### src/rtl/uart_rx_drain_if.sv
// Handshake bundle between the RX FIFO, the drain block and the downstream consumer.
// master = drain side, slave = FIFO/consumer side.
interface uart_rx_drain_if #(
  parameter int DATA_WIDTH = 8
);
  logic                  rx_rd_en;
  logic [DATA_WIDTH-1:0] rx_rd_data;
  logic                  rx_empty;
  logic [3:0]            rx_level;
  logic                  rx_active;
  logic                  frame_error;
  logic                  overrun_error;
  logic [DATA_WIDTH-1:0] out_data;
  logic [1:0]            out_err;
  logic                  out_valid;
  logic                  out_ready;

  modport master (
    output rx_rd_en, out_data, out_err, out_valid,
    input  rx_rd_data, rx_empty, rx_level, rx_active, frame_error, overrun_error, out_ready
  );

  modport slave (
    input  rx_rd_en, out_data, out_err, out_valid,
    output rx_rd_data, rx_empty, rx_level, rx_active, frame_error, overrun_error, out_ready
  );
endinterface

### src/rtl/uart_rx_drain.sv
// Drains the RX FIFO into a one-entry valid/ready register and raises the RX interrupt.
// Optional macro RX_DRAIN_ERR_TAG_EN captures {overrun, frame} into out_err with each character.
module uart_rx_drain #(
  parameter int DATA_WIDTH    = 8,
  parameter int TIMEOUT_CHARS = 4
) (
  input  logic                  uart_clk,
  input  logic                  rst,
  input  logic                  sample_tick,
  input  logic [3:0]            trig_level,
  input  logic                  timeout_en,
  output logic                  irq,
  output logic                  timeout_flag,
  uart_rx_drain_if.master       bus
);

  localparam int TO_MAX = TIMEOUT_CHARS * 160;
  localparam int CW     = $clog2(TO_MAX + 1);
  localparam logic [CW-1:0] TO_MAX_C = CW'(TO_MAX);

  typedef enum logic [1:0] {IDLE, POP, CAPT, HOLD} state_t;

  state_t                state_q;
  logic                  rd_en_q;
  logic [DATA_WIDTH-1:0] out_data_q;
  logic                  out_valid_q;
  logic [CW-1:0]         to_cnt_q, to_cnt_d;
  logic                  to_flag_q, to_flag_d;
  logic                  irq_q, irq_d;

`ifdef RX_DRAIN_ERR_TAG_EN
  logic [1:0] out_err_q;
`endif

  // rd_en is registered, so it is high exactly during POP; the pop data lands in CAPT.
  always_ff @(posedge uart_clk) begin
    if (rst) begin
      state_q     <= IDLE;
      rd_en_q     <= 1'b0;
      out_data_q  <= '0;
      out_valid_q <= 1'b0;
`ifdef RX_DRAIN_ERR_TAG_EN
      out_err_q   <= 2'b00;
`endif
    end else begin
      case (state_q)
        IDLE: begin
          if (!bus.rx_empty) begin
            state_q <= POP;
            rd_en_q <= 1'b1;
          end
        end
        POP: begin
          rd_en_q <= 1'b0;
          state_q <= CAPT;
        end
        CAPT: begin
          out_data_q  <= bus.rx_rd_data;
          out_valid_q <= 1'b1;
`ifdef RX_DRAIN_ERR_TAG_EN
          out_err_q   <= {bus.overrun_error, bus.frame_error};
`endif
          state_q     <= HOLD;
        end
        HOLD: begin
          if (out_valid_q && bus.out_ready) begin
            out_valid_q <= 1'b0;
            if (!bus.rx_empty) begin
              state_q <= POP;
              rd_en_q <= 1'b1;
            end else begin
              state_q <= IDLE;
            end
          end
        end
        default: begin
          state_q <= IDLE;
          rd_en_q <= 1'b0;
        end
      endcase
    end
  end

  always_comb begin
    to_cnt_d  = to_cnt_q;
    to_flag_d = to_flag_q;
    if (rd_en_q || bus.rx_active || bus.rx_empty || !timeout_en) begin
      to_cnt_d = '0;
    end else if (sample_tick && (to_cnt_q != TO_MAX_C)) begin
      to_cnt_d = to_cnt_q + CW'(1);
    end
    // Clear has priority over a same-cycle set.
    if (rd_en_q || !timeout_en) begin
      to_flag_d = 1'b0;
    end else if (to_cnt_d == TO_MAX_C) begin
      to_flag_d = 1'b1;
    end
    irq_d = ((trig_level != 4'd0) && (bus.rx_level >= trig_level)) || to_flag_q;
  end

  always_ff @(posedge uart_clk) begin
    if (rst) begin
      to_cnt_q  <= '0;
      to_flag_q <= 1'b0;
      irq_q     <= 1'b0;
    end else begin
      to_cnt_q  <= to_cnt_d;
      to_flag_q <= to_flag_d;
      irq_q     <= irq_d;
    end
  end

  assign bus.rx_rd_en  = rd_en_q;
  assign bus.out_data  = out_data_q;
  assign bus.out_valid = out_valid_q;
  assign irq           = irq_q;
  assign timeout_flag  = to_flag_q;

`ifdef RX_DRAIN_ERR_TAG_EN
  assign bus.out_err = out_err_q;
`else
  logic unused_err;
  assign unused_err  = bus.frame_error ^ bus.overrun_error;
  assign bus.out_err = 2'b00;
`endif

endmodule

### src/flat_wrapper.sv
// flat-port wrapper written by rule: the top's interface ports become plain ports
module uart_rx_drain_flat 
#(
  parameter int DATA_WIDTH    = 8,
  parameter int TIMEOUT_CHARS = 4
)
  (uart_clk, rst, sample_tick, trig_level, timeout_en, irq, timeout_flag, bus_rx_rd_en, bus_out_data, bus_out_err, bus_out_valid, bus_rx_rd_data, bus_rx_empty, bus_rx_level, bus_rx_active, bus_frame_error, bus_overrun_error, bus_out_ready);
  uart_rx_drain_if #(.DATA_WIDTH(DATA_WIDTH)) bus_i ();
  input  logic uart_clk;
  input  logic rst;
  input  logic sample_tick;
  input  logic [3:0] trig_level;
  input  logic timeout_en;
  output logic irq;
  output logic timeout_flag;
  output wire logic [$bits(bus_i.rx_rd_en)-1:0] bus_rx_rd_en;
  output wire logic [$bits(bus_i.out_data)-1:0] bus_out_data;
  output wire logic [$bits(bus_i.out_err)-1:0] bus_out_err;
  output wire logic [$bits(bus_i.out_valid)-1:0] bus_out_valid;
  input wire logic [$bits(bus_i.rx_rd_data)-1:0] bus_rx_rd_data;
  input wire logic [$bits(bus_i.rx_empty)-1:0] bus_rx_empty;
  input wire logic [$bits(bus_i.rx_level)-1:0] bus_rx_level;
  input wire logic [$bits(bus_i.rx_active)-1:0] bus_rx_active;
  input wire logic [$bits(bus_i.frame_error)-1:0] bus_frame_error;
  input wire logic [$bits(bus_i.overrun_error)-1:0] bus_overrun_error;
  input wire logic [$bits(bus_i.out_ready)-1:0] bus_out_ready;
  assign bus_rx_rd_en = bus_i.rx_rd_en;
  assign bus_out_data = bus_i.out_data;
  assign bus_out_err = bus_i.out_err;
  assign bus_out_valid = bus_i.out_valid;
  assign bus_i.rx_rd_data = bus_rx_rd_data;
  assign bus_i.rx_empty = bus_rx_empty;
  assign bus_i.rx_level = bus_rx_level;
  assign bus_i.rx_active = bus_rx_active;
  assign bus_i.frame_error = bus_frame_error;
  assign bus_i.overrun_error = bus_overrun_error;
  assign bus_i.out_ready = bus_out_ready;
  uart_rx_drain #(.DATA_WIDTH(DATA_WIDTH), .TIMEOUT_CHARS(TIMEOUT_CHARS)) u_core (.uart_clk(uart_clk), .rst(rst), .sample_tick(sample_tick), .trig_level(trig_level), .timeout_en(timeout_en), .irq(irq), .timeout_flag(timeout_flag), .bus(bus_i));
endmodule
### config.mk
export PLATFORM = sky130hd
export DESIGN_NAME = uart_rx_drain_flat
export DESIGN_NICKNAME = d
export VERILOG_FILES = /design/src/rtl/uart_rx_drain_if.sv /design/src/rtl/uart_rx_drain.sv /design/src/flat_wrapper.sv
export SDC_FILE = /design/constraint.sdc
export NUM_CORES = 1
export LEC_CHECK = 0
export ABC_AREA = 1
export CORE_ASPECT_RATIO = 1.25
export CORE_MARGIN = 3
export CORE_UTILIZATION = 40
export CTS_BUF_LIST = sky130_fd_sc_hd__clkbuf_8 sky130_fd_sc_hd__clkbuf_16
export DETAILED_ROUTE_END_ITERATION = 10
export PLACE_DENSITY_LB_ADDON = 0.3
export SLEW_MARGIN = 5
export SYNTH_ARGS = -nofsm -noshare
export SYNTH_HDL_FRONTEND = slang
export SYNTH_SLANG_ARGS = --single-unit
### constraint.sdc
create_clock -name uart_clk -period 1.5 [get_ports uart_clk]
set_input_delay 0.3 -clock uart_clk [delete_from_list [all_inputs] [get_ports uart_clk]]
set_output_delay 0.3 -clock uart_clk [all_outputs]
set_load 0.01 [all_outputs]
==> impl_metrics.ini <==
[status]
status = finished, final reports clean

[clock_network]
cts_sinks = 24
clk_root_buffer_cell = clkbuf_8
clk_pin_slew_ns = 0.08
cts_tree = built
cts_made_buffers = 3
clock_path_buffers = 2
insertion_delay_ns = 0.26
ctsHoldBuffers = 0
htree_levels = 1

[drt]
routed_wl_um = 3150
drc_errors = 0
via_count = 1369
firstDrtPassIters = 4
wl_per_cell_um = 11.0
ant_nets = 0
drtIter0Drc = 53
drt-vias-per-instance = 4.79

[global_route]
grt_max_degree = 14
use_met2_pct = 27.6
grt.busiest_layer = met2
grtUsageTotal_pct = 16.4
grt_pass1_vias = 1388
use_met3_pct = 3.60
grt_pass1_wl_um = 5620
antenna_found_initial = 0
grt_remaining_overflow = 0
grt_use_met1_pct = 20.5

[synthesis]
ys.flop_type = dfxtp_1
yosysMostFrequentCell = nor2_1
seq_area_frac_synth_pct = 34.7
synth_cells = 195
yosysUniqueCellTypes = 26
synthesis.area_um2 = 1380
ys_seq_elements = 24
netlist_top_cells_area = dfxtp_1, nor2_1, ha_1
postSynthAreaPerCell_um2 = 7.10
synth_edf_count = 0
ys_warn_count = 0
synthArstFlopShare_pct = 0
synthTopCellsByCount = nor2_1, inv_1, nand2_1, dfxtp_1, nand3_1
netlist.area_leader.share_pct = 34.7
synth_largest_area_cell = dfxtp_1

[placement]
place_inst = 281
gp_congestion = 0.844
hpwlAfterDp_um = 2460
numPortBuffers = 34
postPlaceCellArea_um2 = 1900

[worst_setup_path]
crit_buf_inv = 0
cp.arrival_ns = 1.66
critPathMaxFanout = 4
crit_top_cell = nand2_1
crit_chain = ha_1 > nand2_2 > nor2_4 > nand2_1 > nand2_1 > nor2_2 > nor2_2 > nand3_2 > nor2_1 > nand2_1 > a21oi_2
crit_family = simple AND/OR/NAND/NOR gates
slowest_delay_ns = 0.37
cp-end-kind = register
critPathKind = register to register
slowest_stage = dfxtp_2
critPathLaunchType = register
crit_required_ns = 1.70

[layout]
fin_cells = 286
fill_cells = 303
drive_gt1_share_pct = 23.7
final_nets = 287
syn_to_final_growth_pct = 47.0
finalInstanceArea_um2 = 2030
final_util_pct = 62.6
diodes = 0

[die]
dieArea_um2 = 4210
rows = 23
initial_utilization_pct = 42.6
io_pins = 39
fp.dieH_um = 71.8
die_w_um = 58.6
core_um2 = 3250

[timing]
slew_viol_final = 0
finalSetupViolations = 0
hold_slack_ns = 0.422
fmax_mhz = 684
hold_viol = 0
rsz0062_at_grt = yes
period_minus_slack_ns = 1.46
fin_crit_sh_pct = 97.5
fin_skew_ns = 0.00275

[job]
cap_viol_max_count = 0

[power_and_ir_drop]
total_power_w = 0.00197
power.leakage_nw = 0.899
power.density_nw_per_um2 = 969
vdd_drop_max_uv = 808

[min_path]
holdCritPathClass = primary input to register
## path summary, 6_finish.rpt
kind,start,slack [ns],depth (start not counted),end
max,u_core.to_cnt_q[0],0.04,11,u_core.timeout_flag
min,trig_level[1],0.42,3,u_core.irq
max reg2reg,u_core.to_cnt_q[0],0.04,11,u_core.timeout_flag
min reg2reg,u_core.timeout_flag,0.48,2,u_core.timeout_flag
## kinds of logic (layout without fill, tap and decap cells)
kind of cell	Yosys count	after routing	share of synthesized area [%]
other cells	1	2	0.271
flops	24	24	34.7
simple gates	98	98	34.4
fa+ha+maj	11	11	9.95
compound gates	27	27	10.8
buf+inv	34	87	9.76
## layer usage
layer,part of all wire [%],up-vias
met4,1.4,0
li1,-,729
met3,4.4,6
met5,0,-
met2,49,25
met1,45,609
## tightest hold or removal path, cell delays in order
cell and delay [ns]:
dlymetal6s2s_1 0.12, o41ai_2 0.09, a21oi_1 0.13
## metrics by stage
stage                     worst slack [ns]  TNS, ns
after CTS                           0.0118        0
after global placement              -0.263    -1.18
after floorplan                      0.150        0
final                               0.0377        0
after global routing               -0.0703  -0.0808
after detailed placement            -0.293    -1.40
## layout by cell type, fill, tap and decap left out, types with 4 or more instances in the layout
| cell type | Yosys | routed |
|---|---|---|
| nor2_1 | 37 | 33 |
| clkdlybuf4s50_1 | 0 | 30 |
| inv_1 | 26 | 24 |
| nand2_1 | 26 | 24 |
| dfxtp_1 | 24 | 21 |
| buf_4 | 2 | 20 |
| o21ai_0 | 12 | 12 |
| nand3_1 | 13 | 10 |
| ha_1 | 11 | 10 |
| a21oi_1 | 9 | 9 |
| nand3_2 | 6 | 8 |
| nor2_2 | 2 | 5 |
| nand2_2 | 3 | 5 |
| inv_2 | 3 | 4 |
| nor2_4 | 3 | 4 |
| nor3_1 | 4 | 4 |
## flip-flops by register name, indices dropped and copies added, names as in the netlist
| name | cells |
|---|---|
| u_core.to_cnt_q | 10 |
| u_core.bus.out_data | 8 |
| u_core.state_q | 2 |
| u_core.bus.out_valid | 1 |
| u_core.bus.rx_rd_en | 1 |
| u_core.irq | 1 |
| u_core.timeout_flag | 1 |
## report_power, final
group          switching, W  total, W  internal [W]
Sequential        0.0000729  0.000833      0.000760
Clock              0.000191  0.000370      0.000179
Combinational      0.000380  0.000769      0.000388
## repair_timing
action,4_1_cts,5_1_grt
endpoints found under the setup margin,1,5
pin swaps,3,8
gates cloned,0,0
setup buffers,0,2
endpoints found under the hold margin,0,0
gates resized for setup,3,21
## area by class of cell
class,count,area (um2),share of cell area [%]
Sequential cell,24,484,23.8
Multi-Input combinational cell,138,835,41.0
Clock buffer,3,41.3,2.03
Inverter,29,111,5.47
Tap cell,37,46.3,2.28
Timing Repair Buffer,55,517,25.4
Note: power is estimated with default switching activity, not from simulation.
